<file path="src/rtl/flow_ctrl_pkg.sv">
// Shared types and defaults for the pipeline flow controller.
package flow_ctrl_pkg;

  typedef enum logic [1:0] {
    ST_RUN      = 2'd0,
    ST_MEM_WAIT = 2'd1,
    ST_ERR      = 2'd2
  } fc_state_e;

  localparam int unsigned FC_TIMEOUT_CYC_DEF = 32'd256;
  localparam int unsigned FC_CNT_W_DEF       = 32'd32;

  typedef struct packed {
    logic bk_pc;
    logic bk_ifid;
    logic bk_idex;
    logic bk_exmem;
    logic flush_ifid;
    logic flush_idex;
    logic jump_flag;
  } fc_ctrl_t;

  // Full pipeline freeze: every register holds, nothing flushed, no redirect.
  function automatic fc_ctrl_t fc_ctrl_freeze();
    fc_ctrl_t c;
    c            = '0;
    c.bk_pc      = 1'b1;
    c.bk_ifid    = 1'b1;
    c.bk_idex    = 1'b1;
    c.bk_exmem   = 1'b1;
    return c;
  endfunction

endpackage

</file>
<file path="src/rtl/fc_hazard_unit.sv">
// Load-use detector: a load in EX whose destination feeds an ID-stage source.
module fc_hazard_unit (
  input  logic [4:0] id_rs1_raddr,
  input  logic       id_rs1_re,
  input  logic [4:0] id_rs2_raddr,
  input  logic       id_rs2_re,
  input  logic [4:0] idex_reg_waddr,
  input  logic       idex_reg_we,
  input  logic       idex_mtype,
  input  logic       idex_mem_rw,
  output logic       load_use
);

  logic is_load_s;
  logic rs1_hit_s;
  logic rs2_hit_s;

  // x0 is never a real dependency, so it is excluded from the load qualifier.
  assign is_load_s = idex_mtype & ~idex_mem_rw & idex_reg_we & (idex_reg_waddr != 5'd0);
  assign rs1_hit_s = id_rs1_re & (id_rs1_raddr == idex_reg_waddr);
  assign rs2_hit_s = id_rs2_re & (id_rs2_raddr == idex_reg_waddr);
  assign load_use  = is_load_s & (rs1_hit_s | rs2_hit_s);

endmodule

</file>
<file path="src/rtl/flow_ctrl.sv">
// Pipeline flow controller: prioritised block/flush/redirect generation,
// memory-wait FSM with timeout, and a saturating stall-cycle counter.
module flow_ctrl
  import flow_ctrl_pkg::*;
#(
  parameter int unsigned TIMEOUT_CYC = FC_TIMEOUT_CYC_DEF,
  parameter int unsigned CNT_W       = FC_CNT_W_DEF
) (
  input  logic             clk,
  input  logic             rst_n,
  input  logic [4:0]       id_rs1_raddr_i,
  input  logic             id_rs1_re_i,
  input  logic [4:0]       id_rs2_raddr_i,
  input  logic             id_rs2_re_i,
  input  logic [4:0]       idex_reg_waddr_i,
  input  logic             idex_reg_we_i,
  input  logic             idex_mtype_i,
  input  logic             idex_mem_rw_i,
  input  logic             ex_jump_flag_i,
  input  logic [31:0]      ex_jump_pc_i,
  input  logic             mem_req_i,
  input  logic             mem_ready_i,
  output logic             fc_bk_pc_o,
  output logic             fc_bk_ifid_o,
  output logic             fc_bk_idex_o,
  output logic             fc_bk_exmem_o,
  output logic             fc_flush_ifid_o,
  output logic             fc_flush_idex_o,
  output logic             fc_jump_flag_o,
  output logic [31:0]      fc_jump_pc_o,
  output logic [CNT_W-1:0] fc_stall_cnt_o,
  output logic             fc_timeout_o
);

  localparam int unsigned     WC_W   = $clog2(TIMEOUT_CYC + 32'd1);
  localparam logic [WC_W-1:0] WC_MAX = WC_W'(TIMEOUT_CYC);
  localparam logic [WC_W-1:0] WC_ONE = WC_W'(1'b1);

  fc_state_e        state_r;
  logic [WC_W-1:0]  wait_cnt_r;
  logic [CNT_W-1:0] stall_cnt_r;
  logic             timeout_r;
  logic             mem_stall_s;
  logic             load_use_s;
  fc_ctrl_t         ctrl_s;
  logic [31:0]      jump_pc_s;

  assign mem_stall_s = mem_req_i & ~mem_ready_i;

  fc_hazard_unit u_hazard (
    .id_rs1_raddr   (id_rs1_raddr_i),
    .id_rs1_re      (id_rs1_re_i),
    .id_rs2_raddr   (id_rs2_raddr_i),
    .id_rs2_re      (id_rs2_re_i),
    .idex_reg_waddr (idex_reg_waddr_i),
    .idex_reg_we    (idex_reg_we_i),
    .idex_mtype     (idex_mtype_i),
    .idex_mem_rw    (idex_mem_rw_i),
    .load_use       (load_use_s)
  );

  // Priority mux: memory wait masks a jump so the branch stays in ID/EX.
  always_comb begin
    ctrl_s    = '0;
    jump_pc_s = 32'h0000_0000;
    if (!rst_n) begin
      ctrl_s = '0;
    end else if ((state_r == ST_ERR) || mem_stall_s) begin
      ctrl_s = fc_ctrl_freeze();
    end else if (ex_jump_flag_i) begin
      ctrl_s.jump_flag  = 1'b1;
      ctrl_s.flush_ifid = 1'b1;
      ctrl_s.flush_idex = 1'b1;
      jump_pc_s         = ex_jump_pc_i;
    end else if (load_use_s) begin
      ctrl_s.bk_pc      = 1'b1;
      ctrl_s.bk_ifid    = 1'b1;
      ctrl_s.flush_idex = 1'b1;
    end else begin
      ctrl_s = '0;
    end
  end

  // Wait/timeout FSM and the saturating stall counter.
  always_ff @(posedge clk) begin
    if (!rst_n) begin
      state_r     <= ST_RUN;
      wait_cnt_r  <= '0;
      stall_cnt_r <= '0;
      timeout_r   <= 1'b0;
    end else begin
      if (ctrl_s.bk_pc && (stall_cnt_r != {CNT_W{1'b1}})) begin
        stall_cnt_r <= stall_cnt_r + CNT_W'(1'b1);
      end
      case (state_r)
        ST_RUN: begin
          if (mem_stall_s) begin
            state_r    <= ST_MEM_WAIT;
            wait_cnt_r <= WC_ONE;
          end else begin
            wait_cnt_r <= '0;
          end
        end
        ST_MEM_WAIT: begin
          if (!mem_stall_s) begin
            state_r    <= ST_RUN;
            wait_cnt_r <= '0;
          end else if (wait_cnt_r < WC_MAX) begin
            wait_cnt_r <= wait_cnt_r + WC_ONE;
          end else begin
            state_r    <= ST_ERR;
            wait_cnt_r <= '0;
            timeout_r  <= 1'b1;
          end
        end
        ST_ERR: begin
          timeout_r <= 1'b1;
        end
        default: begin
          // An illegal encoding is treated as a fault and freezes the pipe.
          state_r   <= ST_ERR;
          timeout_r <= 1'b1;
        end
      endcase
    end
  end

  assign fc_bk_pc_o      = ctrl_s.bk_pc;
  assign fc_bk_ifid_o    = ctrl_s.bk_ifid;
  assign fc_bk_idex_o    = ctrl_s.bk_idex;
  assign fc_bk_exmem_o   = ctrl_s.bk_exmem;
  assign fc_flush_ifid_o = ctrl_s.flush_ifid;
  assign fc_flush_idex_o = ctrl_s.flush_idex;
  assign fc_jump_flag_o  = ctrl_s.jump_flag;
  assign fc_jump_pc_o    = jump_pc_s;
  assign fc_stall_cnt_o  = stall_cnt_r;
  assign fc_timeout_o    = timeout_r;

endmodule
</file>
<file path="config.mk">
export PLATFORM = sky130hd
export DESIGN_NAME = flow_ctrl
export DESIGN_NICKNAME = d
export VERILOG_FILES = /design/src/rtl/flow_ctrl_pkg.sv /design/src/rtl/fc_hazard_unit.sv /design/src/rtl/flow_ctrl.sv
export SDC_FILE = /design/constraint.sdc
export NUM_CORES = 1
export LEC_CHECK = 0
export ABC_AREA = 1
export CAP_MARGIN = 10
export CORE_ASPECT_RATIO = 0.7
export CORE_MARGIN = 10
export CORE_UTILIZATION = 44
export DETAILED_ROUTE_END_ITERATION = 7
export GPL_ROUTABILITY_DRIVEN = 1
export PLACE_DENSITY = 0.81
export SLEW_MARGIN = 40
export SYNTH_ARGS = -nofsm -noshare
export SYNTH_HDL_FRONTEND = slang
export SYNTH_SLANG_ARGS = --single-unit
</file>
<file path="constraint.sdc">
create_clock -name clk -period 2.7 [get_ports clk]
set_clock_uncertainty 0.05 [all_clocks]
set_input_delay 0.54 -clock clk [delete_from_list [all_inputs] [get_ports clk]]
set_output_delay 0.54 -clock clk [all_outputs]
set_load 0.03 [all_outputs]
</file>
Word-level counts from Yosys, hierarchy flattened
Cells that the tools add are included.

storage, ports and cells
  input bits = 57
  flip-flop bits (word level) = 44

operators by class
  mux-type cells = 20
  add/subtract/negate cells = 2
  magnitude comparators = 1
  reductions and logical operators = 7
  bitwise operators = 12
  equality and inequality tests = 9

operator list
  kind                                                number
  2-to-1 mux 32 bit                                   3
  adder 32 x 1 -> 32 bit (second input constant)      1
  inequality test 32 bit (second input constant)      1
  2-to-1 mux 9 bit                                    2
  case mux 9 bit (2 select lines)                     1
  2-to-1 mux 7 bit                                    2
  == test 5 bit                                       2
  adder 9 x 1 -> 9 bit (second input constant)        1
  less-than comparator 9 bit (second input constant)  1
  2-to-1 mux 2 bit                                    4
  AND 1 bit                                           7
  inequality test 2 bit (second input constant)       3
  case mux 2 bit (3 select lines)                     1
  AND reduction 3 bit                                 2
  nonzero test 5 bit                                  1
  2-to-1 mux 1 bit                                    4
  2-to-1 mux 4 bit                                    1
  inverter 1 bit                                      4
  2-to-1 mux 3 bit                                    1
  inequality test 3 bit (second input constant)       1
  == test 2 x 1 -> 1 bit (second input constant)      1
  == test 2 bit (second input constant)               1
  logical NOT 2 bit                                   1
  case mux 1 bit (2 select lines)                     1
  4 further kinds                                     4

Logic depth before layout (Yosys ltp)
  depth in word-level cells = 10
  mapped depth = 13

Modules after synthesis
A second synthesis with hierarchy kept.

unflattened totals
  cells, all modules = 544
  area, all modules = 3131.8 µm²

by module, submodules not included
  module          area each (µm²)  instances  cells each  sequential area each (µm²)
  flow_ctrl       2901.5           1          487         880.8
  fc_hazard_unit  230.2            1          57          0.0

Worst setup path before layout
No wires, ideal clock.

  kind = input to output
  start point = in mem_req_i
  end point = out fc_bk_pc_o
  data required time = 2110 ps
  slack = -35 ps
  path buffers = 2
  arrival time = 2145 ps
  cell stages on the path = 10
  cell sequence = inv_1 > nor2_1 > inv_1 > nand2_1 > inv_1 > nor2_1 > inv_1 > nand2_2 > buf_2 > buf_4

on the way
  longest elaborated chain between the ends = 4

RTL lines
  item              RTL line         text
  start, declared   flow_ctrl.sv:21  input logic mem_req_i,
  AND 1 bit         flow_ctrl.sv:48  assign mem_stall_s = mem_req_i & ~mem_ready_i;
  logical OR 1 bit  flow_ctrl.sv:68  end else if ((state_r == ST_ERR) || mem_stall_s) begin
  2-to-1 mux 7 bit  flow_ctrl.sv:68
  2-to-1 mux 7 bit  flow_ctrl.sv:66  if (!rst_n) begin
  end, declared     flow_ctrl.sv:23  output logic fc_bk_pc_o,

No other way between the ends.

Worst setup path in the final report
  start point = in idex_reg_waddr_i[1]
  end point = out fc_bk_pc_o

on the way
  longest elaborated chain between the ends = 8

RTL lines
  item                              RTL line                                    text
  start, declared                   flow_ctrl.sv:15                             input logic [4:0] idex_reg_waddr_i,
  == test 5 bit (on tied branches)  fc_hazard_unit.sv:20, fc_hazard_unit.sv:21
  AND 1 bit (on tied branches)      fc_hazard_unit.sv:20, fc_hazard_unit.sv:21
  OR 1 bit                          fc_hazard_unit.sv:22                        assign load_use = is_load_s & (rs1_hit_s | rs2_hit_s);
  AND 1 bit *                       fc_hazard_unit.sv:22
  2-to-1 mux 2 bit *                flow_ctrl.sv:75                             end else if (load_use_s) begin
  2-to-1 mux 4 bit *                flow_ctrl.sv:70                             end else if (ex_jump_flag_i) begin
  2-to-1 mux 7 bit *                flow_ctrl.sv:68
  2-to-1 mux 7 bit *                flow_ctrl.sv:66

Every way passes the cells marked *; elsewhere a longest branch is shown, timed or not.

==> out/results.ini <==
[status]
status=complete, no violations

[critical_path]
cp_top_family=buffers and inverters
crit_type=input port to output port
cp_slowest_cell=clkdlybuf4s50_1
r2r_end=fc_stall_cnt_o[9]
r2r_cells=9
reg2reg_slack_ns=0.34
crit_top_cell=nand2_1
endpoint_kind=output port
worstSetupStartpointType=input port
cp_data_arrival_time_ns=1.99
r2r_start=fc_stall_cnt_o[0]
cp.required_ns=2.11
cp_max_fo=4
path_buf_inv=3
crit_chain=clkdlybuf4s50_1, inv_1, nand2_1, nand2_1, nor2_1, nand3_1, nand2_1, nand3_1, nand2_2, buf_4
max_stage_delay_ns=0.51

[layout]
utilization=0.663
multi_input_area_mm2=0.00192
syn_to_final_growth_pct=42.9
final_design_area_no_fill_mm2=0.00458
final_cell_count_no_fill=763
drive_gt1_frac=0.118
nets=727
n_antenna_cell=0
fillers=665
regArea_um2=881

[global_routing]
globalRouteTotalUtil=0.189
grt_overflow=0
grt_pass1_wl_um=17500
grt_pass1_vias=3553
grt_max_degree=35
antenna_found_initial=0

[logic_synthesis]
synth_nets=605
netlist_instances=546
synth.area.top_cells=dfxtp_1, nand2_1, nor2_1, inv_1, nand3_1
syn-cell-area_mm2=0.00321
syn_avg_cell_area_um2=5.87
synth_top_cell_by_area=dfxtp_1
ys_top_cells_by_count=nand2_1, nor2_1, inv_1
yosysMostFrequentCell=nand2_1
synth_seq_cells=44
synth_edf_count=0
synth-main-ff-cell=dfxtp_1
synth_top_area_frac=0.275
ys_types=33
yosysSeqAreaShare=0.275
synthArstFlopShare=0
yosys_warnings=0

[sta]
timing.setup.tns_ns=0
rsz0062_at_grt=false
setup_ws_ns=0.122
fin_crit_sh=0.955
fmax_mhz=388
final_max_slew_viol_count=0
hold_violations=0
slew_headroom=0.615
min_period_ns=2.58
setup_viol=0
tightest_slew_ns=0.576

[detailed_routing]
vias_per_cell=4.96
firstDrtPassIters=6
avgRoutedWirePerCell_um=14.0
vias=3784
drt_iter0_drc=285
routed_wl_um=10700
post-route-drc-count=0
ant_nets=0

[cts]
cts_max_level=2
cts_tree=built
clock-sinks=44
cts_root_buffer=clkbuf_8
cts_setup_buffers=0
clkLatencyLatePin_ns=0.31
cts-resized-gates=0
cts_buffer_depth=2
hold_buffers=0
cts_buffers=5
clk_pin_slew_ns=0.09

[hold_path]
hold_end=fc_timeout_o
min_from=fc_timeout_o
holdPathStages=2
min_path_type=flop to flop

[placed_design]
place_area_mm2=0.00447
gp_congestion=0.901
dp.final_hpwl_um=8740
pre_cts_ws_ns=0.115
port_buffers=128
placed_cells=755

[power_and_ir_drop]
p_leak_nw=1.98
max-vdd-ir-drop_mv=0.186
power.density_mw_per_mm2=316

[floorplanning]
fp.dieH_um=91.4
die_w_um=122
initial_utilization=0.464
die-area_mm2=0.0112
design.core.area_mm2=0.00691
rows=25
num_io_pins=129

[flow_run]
cap_violations=0

-- registers in the layout, indices dropped and copies added (netlist names) --
| signal | flops |
|---|---|
| fc_stall_cnt_o | 32 |
| wait_cnt_r | 9 |
| state_r | 2 |
| fc_timeout_o | 1 |
-- worst max path at each step --
stage | startpoint | end | slack [ns] | depth (start not counted)
after detailed placement | idex_reg_waddr_i[1] | fc_stall_cnt_o[11] | 0.11 | 12
after global placement | idex_reg_waddr_i[1] | fc_stall_cnt_o[9] | 0.17 | 12
after CTS | idex_reg_waddr_i[1] | fc_bk_pc_o | 0.16 | 10
final | idex_reg_waddr_i[1] | fc_bk_pc_o | 0.12 | 10
after global routing | idex_reg_waddr_i[0] | fc_bk_pc_o | 0.03 | 10
after floorplan | mem_req_i | fc_bk_pc_o | 0.15 | 10
-- worst register-to-register path, cell delays in order, from the launching register on --
cell     delay, ns
dfxtp_1       0.48
ha_1          0.32
nand2_2       0.10
nor2_4        0.22
nand3_4       0.15
nor2_4        0.15
nand3_2       0.09
nand2_2       0.46
nand2_1       0.15
a21oi_2       0.14
-- stage by stage --
stage / hold WS, ns / total power [mW]
after floorplan: 0.413 / 0.795
after global placement: 0.395 / 0.931
after detailed placement: 0.398 / 0.936
after CTS: 0.428 / 1.46
after global routing: 0.449 / 1.50
final: 0.429 / 1.45
-- cells in the final DEF, fill, tap and decap left out, drive strengths merged, types with 9 or more instances in the layout --
cell type / Yosys / layout
xor2: 10 / 10
clkdlybuf4s50: 0 / 89
nor2: 99 / 99
a21oi: 38 / 38
buf: 13 / 46
nand3b: 9 / 9
nand2: 156 / 156
nand4: 11 / 11
dfxtp: 44 / 44
inv: 79 / 80
nand3: 52 / 52
-- where the power goes --
part           switching, mW  internal (mW)
combinational          0.139          0.128
sequential           0.00280          0.650
clock                  0.248          0.279
-- per-layer routing --
layer,up-vias,global-route usage,share of wire
met5,-,0,0
met3,12,0.0724,0.11
met1,1696,0.237,0.44
met2,134,0.297,0.44
met4,0,0.0446,0.0095
li1,1942,-,-
-- cell type report --
type	count	area share
Multi-Input combinational cell	403	0.420
Timing Repair Buffer	135	0.273
Sequential cell	44	0.192
Inverter	79	0.0647
Tap cell	94	0.0257
Clock buffer	5	0.0150
Clock inverter	3	0.0101
-- cell families after synthesis --
| family | share of synthesized area |
|---|---|
| xor+xnor | 0.0437 |
| fa+ha+maj | 0.00780 |
| simple gates | 0.460 |
| buf+inv | 0.126 |
| compound gates | 0.0870 |
| flops | 0.275 |
No activity file was read; power rests on OpenSTA's default activity.
